File: config.mk
export PLATFORM = sky130hd
export DESIGN_NAME = zx_keyboard
export DESIGN_NICKNAME = d
export VERILOG_FILES = /design/src/rtl/zx_kbd_pkg.sv /design/src/rtl/ps2_rx_byte.sv /design/src/rtl/zx_keyboard.sv
export SDC_FILE = /design/constraint.sdc
export NUM_CORES = 1
export LEC_CHECK = 0
export CAP_MARGIN = 20
export CORE_ASPECT_RATIO = 0.5
export CORE_MARGIN = 4
export CORE_UTILIZATION = 62
export CTS_CLUSTER_DIAMETER = 120
export CTS_CLUSTER_SIZE = 8
export DETAILED_ROUTE_END_ITERATION = 8
export DONT_BUFFER_PORTS = 1
export GPL_TIMING_DRIVEN = 0
export PLACE_DENSITY = 0.78
export SYNTH_ARGS = -nofsm -noshare
export SYNTH_HDL_FRONTEND = slang
export SYNTH_SLANG_ARGS = --single-unit
File: constraint.sdc
create_clock -name clk_sys -period 2.8 [get_ports clk_sys]
set_input_delay 0.56 -clock clk_sys [delete_from_list [all_inputs] [get_ports clk_sys]]
set_output_delay 0.56 -clock clk_sys [all_outputs]
set_load 0.02 [all_outputs]
File: src/rtl/zx_kbd_pkg.sv
// Shared types and tables for the Spectrum PS/2 keyboard front end.
// Compound keys (zx_keyboard) are enabled by defining KBD_EXT_KEYS_EN.
package zx_kbd_pkg;

  localparam int ROWS = 8;
  localparam int COLS = 5;

  localparam logic [2:0] ROW_CS  = 3'd0;
  localparam logic [2:0] ROW_NUM = 3'd3;
  localparam logic [2:0] ROW_DIG = 3'd4;
  localparam logic [2:0] ROW_SP  = 3'd7;

  localparam logic [7:0] SC_EXT   = 8'hE0;
  localparam logic [7:0] SC_REL   = 8'hF0;
  localparam logic [7:0] SC_PAUSE = 8'hE1;
  localparam logic [7:0] SC_BAT   = 8'hAA;
  localparam logic [7:0] SC_CTRL  = 8'h14;
  localparam logic [7:0] SC_ALT   = 8'h11;
  localparam logic [7:0] SC_DEL   = 8'h71;

  // Element 0 is F1, element 11 is F12.
  localparam logic [11:0][7:0] FKEY_CODES = {
    8'h07, 8'h78, 8'h09, 8'h01, 8'h0A, 8'h83,
    8'h0B, 8'h03, 8'h0C, 8'h04, 8'h06, 8'h05
  };

  typedef enum logic [1:0] {RX_IDLE, RX_DATA, RX_PARITY, RX_STOP} rx_state_e;

  typedef struct packed {
    logic       valid;
    logic [2:0] row;
    logic [2:0] col;
  } key_loc_t;

  function automatic key_loc_t loc(input logic [2:0] r, input logic [2:0] c);
    return '{valid: 1'b1, row: r, col: c};
  endfunction

  function automatic key_loc_t map_key(input logic [7:0] code, input logic ext);
    key_loc_t k;
    k = '0;
    case ({ext, code})
      9'h012, 9'h059: k = loc(3'd0, 3'd0);
      9'h01A: k = loc(3'd0, 3'd1);
      9'h022: k = loc(3'd0, 3'd2);
      9'h021: k = loc(3'd0, 3'd3);
      9'h02A: k = loc(3'd0, 3'd4);
      9'h01C: k = loc(3'd1, 3'd0);
      9'h01B: k = loc(3'd1, 3'd1);
      9'h023: k = loc(3'd1, 3'd2);
      9'h02B: k = loc(3'd1, 3'd3);
      9'h034: k = loc(3'd1, 3'd4);
      9'h015: k = loc(3'd2, 3'd0);
      9'h01D: k = loc(3'd2, 3'd1);
      9'h024: k = loc(3'd2, 3'd2);
      9'h02D: k = loc(3'd2, 3'd3);
      9'h02C: k = loc(3'd2, 3'd4);
      9'h016: k = loc(3'd3, 3'd0);
      9'h01E: k = loc(3'd3, 3'd1);
      9'h026: k = loc(3'd3, 3'd2);
      9'h025: k = loc(3'd3, 3'd3);
      9'h02E: k = loc(3'd3, 3'd4);
      9'h045: k = loc(3'd4, 3'd0);
      9'h046: k = loc(3'd4, 3'd1);
      9'h03E: k = loc(3'd4, 3'd2);
      9'h03D: k = loc(3'd4, 3'd3);
      9'h036: k = loc(3'd4, 3'd4);
      9'h04D: k = loc(3'd5, 3'd0);
      9'h044: k = loc(3'd5, 3'd1);
      9'h043: k = loc(3'd5, 3'd2);
      9'h03C: k = loc(3'd5, 3'd3);
      9'h035: k = loc(3'd5, 3'd4);
      9'h05A, 9'h15A: k = loc(3'd6, 3'd0);
      9'h04B: k = loc(3'd6, 3'd1);
      9'h042: k = loc(3'd6, 3'd2);
      9'h03B: k = loc(3'd6, 3'd3);
      9'h033: k = loc(3'd6, 3'd4);
      9'h029: k = loc(3'd7, 3'd0);
      9'h014, 9'h114: k = loc(3'd7, 3'd1);
      9'h03A: k = loc(3'd7, 3'd2);
      9'h031: k = loc(3'd7, 3'd3);
      9'h032: k = loc(3'd7, 3'd4);
      default: k = '0;
    endcase
    return k;
  endfunction

endpackage

File: src/rtl/ps2_rx_byte.sv
// PS/2 byte receiver: input synchronisers, frame FSM and inter-bit timeout.
module ps2_rx_byte
  import zx_kbd_pkg::*;
#(
  parameter int TIMEOUT = 4096
) (
  input  logic       clk_i,
  input  logic       rst_ni,
  input  logic       ps2_clk_i,
  input  logic       ps2_data_i,
  output logic [7:0] code_o,
  output logic       strobe_o,
  output logic       err_o
);

  localparam int TW = $clog2(TIMEOUT + 1);

  logic [1:0] clk_sync_q, dat_sync_q;
  logic       clk_prev_q;
  logic       fall, bit_in;

  rx_state_e  state_q, state_d;
  logic [7:0] shift_q, shift_d;
  logic [2:0] cnt_q, cnt_d;
  logic       par_q, par_d;
  logic [TW-1:0] tmo_q, tmo_d;
  logic [7:0] code_q, code_d;
  logic       strobe_q, strobe_d;
  logic       err_q, err_d;

  // Synchronisers idle high so reset release never fakes a falling edge.
  always_ff @(posedge clk_i or negedge rst_ni) begin
    if (!rst_ni) begin
      clk_sync_q <= 2'b11;
      dat_sync_q <= 2'b11;
      clk_prev_q <= 1'b1;
    end else begin
      clk_sync_q <= {clk_sync_q[0], ps2_clk_i};
      dat_sync_q <= {dat_sync_q[0], ps2_data_i};
      clk_prev_q <= clk_sync_q[1];
    end
  end

  assign fall   = clk_prev_q & ~clk_sync_q[1];
  assign bit_in = dat_sync_q[1];

  always_ff @(posedge clk_i or negedge rst_ni) begin
    if (!rst_ni) begin
      state_q  <= RX_IDLE;
      shift_q  <= '0;
      cnt_q    <= '0;
      par_q    <= 1'b0;
      tmo_q    <= '0;
      code_q   <= '0;
      strobe_q <= 1'b0;
      err_q    <= 1'b0;
    end else begin
      state_q  <= state_d;
      shift_q  <= shift_d;
      cnt_q    <= cnt_d;
      par_q    <= par_d;
      tmo_q    <= tmo_d;
      code_q   <= code_d;
      strobe_q <= strobe_d;
      err_q    <= err_d;
    end
  end

  always_comb begin
    state_d  = state_q;
    shift_d  = shift_q;
    cnt_d    = cnt_q;
    par_d    = par_q;
    tmo_d    = tmo_q;
    code_d   = code_q;
    strobe_d = 1'b0;
    err_d    = 1'b0;
    if (fall) begin
      tmo_d = '0;
      unique case (state_q)
        RX_IDLE: begin
          if (!bit_in) begin
            state_d = RX_DATA;
            cnt_d   = '0;
          end
        end
        RX_DATA: begin
          shift_d = {bit_in, shift_q[7:1]};
          cnt_d   = cnt_q + 3'd1;
          if (cnt_q == 3'd7) state_d = RX_PARITY;
        end
        RX_PARITY: begin
          par_d   = bit_in;
          state_d = RX_STOP;
        end
        RX_STOP: begin
          state_d = RX_IDLE;
          if (bit_in && (^{shift_q, par_q})) begin
            code_d   = shift_q;
            strobe_d = 1'b1;
          end else begin
            err_d = 1'b1;
          end
        end
        default: state_d = RX_IDLE;
      endcase
    end else if (state_q != RX_IDLE) begin
      if (tmo_q == TW'(TIMEOUT)) begin
        state_d = RX_IDLE;
        tmo_d   = '0;
        err_d   = 1'b1;
      end else begin
        tmo_d = tmo_q + 1'b1;
      end
    end
  end

  assign code_o   = code_q;
  assign strobe_o = strobe_q;
  assign err_o    = err_q;

endmodule

File: src/rtl/zx_keyboard.sv
// PS/2 set-2 decoder into the 8x5 Spectrum matrix with port-0xFE row reads.
// Define KBD_EXT_KEYS_EN to add compound keys (Backspace, arrows, Esc).
module zx_keyboard #(
  parameter int TIMEOUT = 4096
) (
  input  logic        clk_sys,
  input  logic        reset_n,
  input  logic        ps2_kbd_clk,
  input  logic        ps2_kbd_data,
  input  logic [15:0] addr,
  output logic [4:0]  key_data,
  output logic [7:0]  kbd_code,
  output logic        kbd_strobe,
  output logic        kbd_err,
  output logic [11:0] fkeys,
  output logic        kbd_reset
);
  import zx_kbd_pkg::*;

  logic [7:0] rx_code;
  logic       rx_strobe, rx_err;

  ps2_rx_byte #(.TIMEOUT(TIMEOUT)) u_rx (
    .clk_i      (clk_sys),
    .rst_ni     (reset_n),
    .ps2_clk_i  (ps2_kbd_clk),
    .ps2_data_i (ps2_kbd_data),
    .code_o     (rx_code),
    .strobe_o   (rx_strobe),
    .err_o      (rx_err)
  );

  logic [ROWS-1:0][COLS-1:0] mat_q, mat_d, eff;
  logic [11:0] fkeys_q, fkeys_d;
  logic        ext_q, ext_d, rel_q, rel_d;
  logic        ctrl_q, ctrl_d, alt_q, alt_d, del_q, del_d;
  logic        kbd_reset_q, kbd_reset_d;
  key_loc_t    kloc;
`ifdef KBD_EXT_KEYS_EN
  logic [5:0]  comp_q, comp_d;
  logic [ROWS-1:0][COLS-1:0] comp_mat;
`endif

  always_ff @(posedge clk_sys or negedge reset_n) begin
    if (!reset_n) begin
      mat_q       <= '0;
      fkeys_q     <= '0;
      ext_q       <= 1'b0;
      rel_q       <= 1'b0;
      ctrl_q      <= 1'b0;
      alt_q       <= 1'b0;
      del_q       <= 1'b0;
      kbd_reset_q <= 1'b0;
`ifdef KBD_EXT_KEYS_EN
      comp_q      <= '0;
`endif
    end else begin
      mat_q       <= mat_d;
      fkeys_q     <= fkeys_d;
      ext_q       <= ext_d;
      rel_q       <= rel_d;
      ctrl_q      <= ctrl_d;
      alt_q       <= alt_d;
      del_q       <= del_d;
      kbd_reset_q <= kbd_reset_d;
`ifdef KBD_EXT_KEYS_EN
      comp_q      <= comp_d;
`endif
    end
  end

  always_comb begin
    mat_d   = mat_q;
    fkeys_d = fkeys_q;
    ext_d   = ext_q;
    rel_d   = rel_q;
    ctrl_d  = ctrl_q;
    alt_d   = alt_q;
    del_d   = del_q;
`ifdef KBD_EXT_KEYS_EN
    comp_d  = comp_q;
`endif
    kloc    = map_key(rx_code, ext_q);
    if (rx_strobe) begin
      case (rx_code)
        SC_EXT:   ext_d = 1'b1;
        SC_REL:   rel_d = 1'b1;
        SC_PAUSE: begin end
        SC_BAT: begin
          mat_d   = '0;
          fkeys_d = '0;
          ctrl_d  = 1'b0;
          alt_d   = 1'b0;
          del_d   = 1'b0;
          ext_d   = 1'b0;
          rel_d   = 1'b0;
`ifdef KBD_EXT_KEYS_EN
          comp_d  = '0;
`endif
        end
        8'hFA, 8'hFE, 8'hEE, 8'h00, 8'hFF: begin
          ext_d = 1'b0;
          rel_d = 1'b0;
        end
        default: begin
          if (kloc.valid) mat_d[kloc.row][kloc.col] = ~rel_q;
          for (int i = 0; i < 12; i++) begin
            if (rx_code == FKEY_CODES[i]) fkeys_d[i] = ~rel_q;
          end
          if (rx_code == SC_CTRL) ctrl_d = ~rel_q;
          if (rx_code == SC_ALT)  alt_d  = ~rel_q;
          if (rx_code == SC_DEL)  del_d  = ~rel_q;
`ifdef KBD_EXT_KEYS_EN
          case ({ext_q, rx_code})
            9'h066: comp_d[0] = ~rel_q;
            9'h16B: comp_d[1] = ~rel_q;
            9'h172: comp_d[2] = ~rel_q;
            9'h175: comp_d[3] = ~rel_q;
            9'h174: comp_d[4] = ~rel_q;
            9'h076: comp_d[5] = ~rel_q;
            default: begin end
          endcase
`endif
          ext_d = 1'b0;
          rel_d = 1'b0;
        end
      endcase
    end
    kbd_reset_d = ctrl_d & alt_d & del_d;
  end

`ifdef KBD_EXT_KEYS_EN
  // Compound keys live apart from the direct matrix so an arrow release
  // cannot drop a physically held Caps Shift.
  always_comb begin
    comp_mat                 = '0;
    comp_mat[ROW_CS][0]      = |comp_q;
    comp_mat[ROW_DIG][0]     = comp_q[0];
    comp_mat[ROW_NUM][4]     = comp_q[1];
    comp_mat[ROW_DIG][4]     = comp_q[2];
    comp_mat[ROW_DIG][3]     = comp_q[3];
    comp_mat[ROW_DIG][2]     = comp_q[4];
    comp_mat[ROW_SP][0]      = comp_q[5];
  end
  assign eff = mat_q | comp_mat;
`else
  assign eff = mat_q;
`endif

  always_comb begin
    logic [COLS-1:0] sel;
    sel = '0;
    for (int r = 0; r < ROWS; r++) begin
      if (!addr[8+r]) sel = sel | eff[r];
    end
    key_data = ~sel;
  end

  logic unused_addr;
  assign unused_addr = ^addr[7:0];

  assign kbd_code   = rx_code;
  assign kbd_strobe = rx_strobe;
  assign kbd_err    = rx_err;
  assign fkeys      = fkeys_q;
  assign kbd_reset  = kbd_reset_q;

endmodule

[After elaboration in Yosys (flattened, before gate mapping)]
Cells that the tools add are included.
Word-level totals
  flip-flop bits (word level): 100
  latch bits: 0
  memory bits (writable): 0
  ROM bits: 0
  input port bits: 20
  logic and storage cells: 241
  memories: 0
Cells by class
  add/sub/neg operators: 2
  $mul: 0
  divide/modulo/power cells: 0
  order comparisons: 4
  eq/ne operators: 74
  shifts and indexed selects: 0
  muxes and demuxes: 59
  bitwise operators: 16
  reductions and logical operators: 49
Operator list (number)
  $pmux 7 s40: 1
  $eq 9x6->1 const B: 23
  $eq 9x5->1 const B: 9
  $eq 9x7->1 const B: 9
  $pmux 40 s2: 1
  $eq 8x8->1 const B: 9
  $mux 5: 9
  $reduce_and 3->1: 15
  $bwmux 40: 1
  $mux 40: 1
  $mux 13: 3
  $or 5x5->5: 7
  $reduce_bool 2->1: 17
  $eq 8x3->1 const B: 4
  $eq 8x4->1 const B: 4
  $mux 1: 27
  $pmux 12 s2: 1
  $eq 9x9->1 const B: 2
  $eq 8x5->1 const B: 2
  $eq 8x7->1 const B: 2
  $demux 5 s3: 1
  $add 13x1->13 const B: 1
  $eq 13x13->1 const B: 1
  $mux 2: 5
  26 further kinds: 49

[Logic depth before layout (Yosys ltp)]
  depth after elaboration: 16
  depth in mapped cells: 12
  mapped depth without buffers: 8

[Modules after synthesis]
A second synthesis with hierarchy kept.
Second synthesis, totals
  cells, all modules: 648
  area total of the unflattened synthesis: 6042.0 um^2
By module, submodules not included
  zx_keyboard: instances 1, cells each 482, area an instance 4037.6 um^2
  ps2_rx_byte: instances 1, cells each 166, area an instance 2004.4 um^2

[Worst setup path after synthesis]
Ideal clock, no wire load.
  kind: register to register
  start: reg u_rx.code_q[7], in the netlist u_rx.code_o[7]
  end: reg mat_q, in the netlist eff[4]
  setup time: 0.092 ns
  arrival time: 2.550 ns
  data required time: 2.708 ns
  slack: 0.158 ns
  stages on the path, launching flop included: 10
  buffers on the path: 2
  period minus slack after synthesis: 2.642 ns
  cell sequence: dfrtp_1 > buf_6 > or4b_4 > nor4_4 > nor2_1 > and4_4 > a21o_1 > buf_6 > or3_4 > o31ai_2
On the way
  longest elaborated chain between the ends: 12
Ends and longest elaborated chain
  from (decl): RTL line ps2_rx_byte.sv:27  | logic [7:0] code_q, code_d;
  from (signal assigned): RTL line ps2_rx_byte.sv:63  | code_q <= code_d;
  $eq 9x5->1, or another cell as far along: RTL line zx_kbd_pkg.sv:42  | case ({ext, code})
  $reduce_or 2->1: RTL line zx_kbd_pkg.sv:42
  $pmux 7 s40: RTL line zx_kbd_pkg.sv:42
  $lt 3x4->1 (not written as such) / $ge 3x1->1 (equally long branches): RTL line zx_keyboard.sv:106  | if (kloc.valid) mat_d[kloc.row][kloc.col] = ~rel_q;
  $logic_and 1x1->1 (not written as such): RTL line zx_keyboard.sv:106
  $mux 1 (not written as such): RTL line zx_keyboard.sv:106
  $demux 1 s3: RTL line zx_keyboard.sv:106
  $mux 5 (not written as such): RTL line zx_keyboard.sv:106
  $demux 5 s3: RTL line zx_keyboard.sv:106
  $bwmux 40: RTL line zx_keyboard.sv:106
  $mux 40: RTL line zx_keyboard.sv:106
  $pmux 40 s2: RTL line zx_keyboard.sv:85  | case (rx_code)
  to (signal assigned): RTL line zx_keyboard.sv:58  | mat_q <= mat_d;
  to (decl): RTL line zx_keyboard.sv:33  | logic [ROWS-1:0][COLS-1:0] mat_q, mat_d, eff;
Several ways; a longest one is shown, not always the timed one. The select of a mux whose other input is x is not followed.
A chain may end at the register's enable or synchronous reset.

[Worst setup path in the final report]
  start: reg u_rx.code_q[0], in the netlist u_rx.code_o[0]
  end: reg mat_q, in the netlist eff[25]
Same word-level chain as after synthesis.

==> flow_summary_export.csv <==
group,metric,value,unit
placement,dp_cells,790,
clock_network,clkLatencyLatePin,350,ps
global_routing,grt_pass1_vias,5319,
global_routing,overflow,0,
yosys,ys_warn_count,0,
sta,max_freq,0.358,GHz
setup_path,arrival,3030,ps
yosys,yosysSeqAreaShare,42.8,%
setup_path,reg2reg_to,"eff[25]",
clock_network,htree_levels,3,
setup_path,cpMostUsedCell,"clkbuf_4",
layout,diodes,0,
clock_network,clk_pin_slew,70,ps
global_routing,antenna_found_initial,0,
floorplan,dieArea,0.0112,sq mm
detailed_routing,wl,17.8,mm
setup_path,worst-path-buf-inv,3,
sta,whs,52.6,ps
yosys,ys_types,74,
setup_path,path_max_fanout,10,
setup_path,critPathKind,"flip-flop to flip-flop",
yosys,netlist.area_leader.share,40.6,%
clock_network,clock_sinks,100,
global_routing,track_usage,32.3,%
yosys,synth_area,0.00586,sq mm
yosys,yosys_register_bits,100,
floorplan,dieHeight,76.8,um
sta,slew_viol_final,0,
clock_network,cts-root-buf,"clkbuf_16",
yosys,yosys-top-cells-count,"95 x dfrtp_1, 59 x nand2_1, 57 x o21ai_0",
yosys,synth_edf_count,0,
setup_path,endpoint_kind,"flip-flop",
setup_path,critPathTopFamily,"compound AO/OA/AOI/OAI gates",
clock_network,cts_tree,"built",
yosys,synth_nets,701,
yosys,syn_inst,673,
yosys,synth_top_area_cell,"dfrtp_1",
layout,nets,727,
power_and_ir_drop,irDropWorstVdd,0.000396,V
setup_path,worstPathCellList,"buf_6 > clkbuf_4 > clkbuf_4 > nand2_1 > o32ai_1 > o21ai_0 > nand3_2 > nor3_4 > a211oi_1 > a211o_1",
clock_network,clockBufferDepth,2,
power_and_ir_drop,powerDensity,489,mW/mm^2
floorplan,core,0.00895,sq mm
yosys,async_reset_ff_share,100,%
floorplan,die_w,146,um
yosys,syn_area_per_cell,8.71,sq um
floorplan,rows,24,
floorplan,initial_core_util,65.5,%
sta,slew_headroom,33.7,%
setup_path,crit_slowest_cell,"dfrtp_2",
yosys,synth_most_common_cell,"dfrtp_1",
job,max_cap_violations,0,
sta,skew,8.30,ps
sta,fin_ws,6.83,ps
setup_path,regToRegStartpoint,"u_rx.code_o[0]",
detailed_routing,post_drt_wl_per_cell,21.7,um
sta,rsz0062_at_grt,"true",
floorplan,ios,48,
layout,postLayoutCoreUtil,75.1,%
setup_path,worstPathRequired,3040,ps
sta,setup_viol,0,
power_and_ir_drop,p_leak,2.71,nW
layout,layout.cells.non_filler,821,
detailed_routing,drt_pass1_iterations,5,
global_routing,grt_first_pass_wirelength,28.7,mm
layout,layout-drive-gt1-share,18.9,%
detailed_routing,vias_per_cell,6.70,
detailed_routing,ant_nets,0,
placement,dpl.hpwl,12.5,mm
run_status,outcome,"finished clean",
setup_path,startpoint_type,"flip-flop",
sta,fin_setup_tns,0,ps
sta,period_share,99.8,%
placement,pre_cts_slack,-614,ps
worst_hold_path,min_path_type,"primary input to async pin",
placement,place.port_buffers,0,
detailed_routing,num_vias,5497,
yosys,synth_area_leaders,"dfrtp_1 41%, o21ai_0 4.9%, o21ai_1 4.5%",
detailed_routing,drt_drc_violations_left,0,
setup_path,r2r_cells,10,
setup_path,max_stage_delay,500,ps
clock_network,cts_made_buffers,9,
sta,min_period,2790,ps
detailed_routing,drt-initial-drc-count,596,
placement,place_congestion,1.03,
yosys,synth_flop_cell,"dfrtp_1",
global_routing,grt_max_degree,101,
layout,area.growth.synth_to_final,14.6,%
setup_path,r2r_slack,7,ps
sta,worstMarginPinSlew,986,ps
sta,hold_viol_final,0,
-- per-layer routing --
layer | global-route usage [%] | vias to the layer above | part of all wire (%)
met1 | 45.7 | 2622 | 43
met2 | 47.7 | 331 | 43
met4 | 12.4 | 0 | 3.5
met3 | 8.54 | 64 | 11
met5 | 0 | - | 0
li1 | - | 2480 | -
-- area by class of cell --
cell class | instances | area (sq um)
clock buffers | 11 | 243
repair buffers | 18 | 165
inverters | 51 | 195
multi-input cells | 484 | 3180
well taps | 117 | 146
flip-flops and latches | 100 | 2520
clock inverters | 5 | 58.8
fillers | 668 | 2230
plain buffers | 35 | 211
-- registers in the layout, summed over array words and instances, names as in the netlist, 2 cells and up --
register,count
u_rx.shift_q,8
u_rx.dat_sync_q,2
u_rx.tmo_q,13
u_rx.code_o,8
u_rx.cnt_q,3
u_rx.clk_sync_q,2
eff,40
fkeys,12
u_rx.state_q,2
-- cell families after synthesis --
family / after synthesis / share of synthesized area [%]
buffers and inverters: 89 / 6.21
AO/OA/AOI/OAI: 228 / 23.2
adder cells (fa/ha/maj): 8 / 1.71
flip-flops: 100 / 42.8
multiplexers: 18 / 3.44
AND/OR/NAND/NOR: 214 / 20.3
XOR/XNOR: 16 / 2.39
-- power breakdown --
part	leakage [nW]	total [mW]	internal [mW]	switching (mW)
clock	0.142	1.28	0.720	0.563
combinational	1.21	0.402	0.187	0.215
sequential	1.36	1.60	1.52	0.0808
-- what timing repair did --
| action | in CTS | in global routing |
|---|---|---|
| pin swaps | 5 | 5 |
| endpoints found under the setup margin | 55 | 50 |
| gates resized for setup | 35 | 42 |
| endpoints found under the hold margin | 95 | 95 |
| buffers inserted | 4 | 12 |
-- metrics by stage --
step | area, sq um | power [mW]
after floorplan | 5860 | 1.91
after global placement | 6010 | 1.98
after detailed placement | 6010 | 1.99
after CTS | 6450 | 3.25
after global routing | 6720 | 3.43
final | 6720 | 3.28
-- worst max path at each step --
stage	startpoint	to	slack, ps	cells after the start
after floorplan	u_rx.code_o[7]	eff[4]	160	9
after global placement	u_rx.code_o[0]	eff[25]	-590	10
after detailed placement	u_rx.code_o[3]	eff[8]	-610	10
after CTS	ext_q	eff[1]	0.2	9
after global routing	u_rx.code_o[1]	eff[12]	-100	9
final	u_rx.code_o[0]	eff[25]	7	10
-- placed cells by master (no fill, tap or decap), types with 6 or more instances in the layout --
| master | n |
|---|---|
| a21oi_1 | 41 |
| a22o_1 | 7 |
| buf_2 | 9 |
| buf_4 | 17 |
| clkbuf_1 | 11 |
| clkbuf_16 | 9 |
| clkbuf_4 | 6 |
| dfrtp_1 | 86 |
| dfrtp_2 | 9 |
| ha_1 | 8 |
| inv_1 | 50 |
| mux2_2 | 17 |
| nand2_1 | 58 |
| nand2b_1 | 10 |
| nand3_1 | 20 |
| nor2_1 | 31 |
| nor2b_1 | 7 |
| nor3_1 | 12 |
| nor4_1 | 9 |
| o211ai_1 | 9 |
| o21ai_0 | 57 |
| o21ai_1 | 52 |
| o22ai_1 | 26 |
| or3_1 | 6 |
| xnor2_1 | 8 |
| xor2_1 | 8 |
No activity file was read; power rests on OpenSTA's default activity.
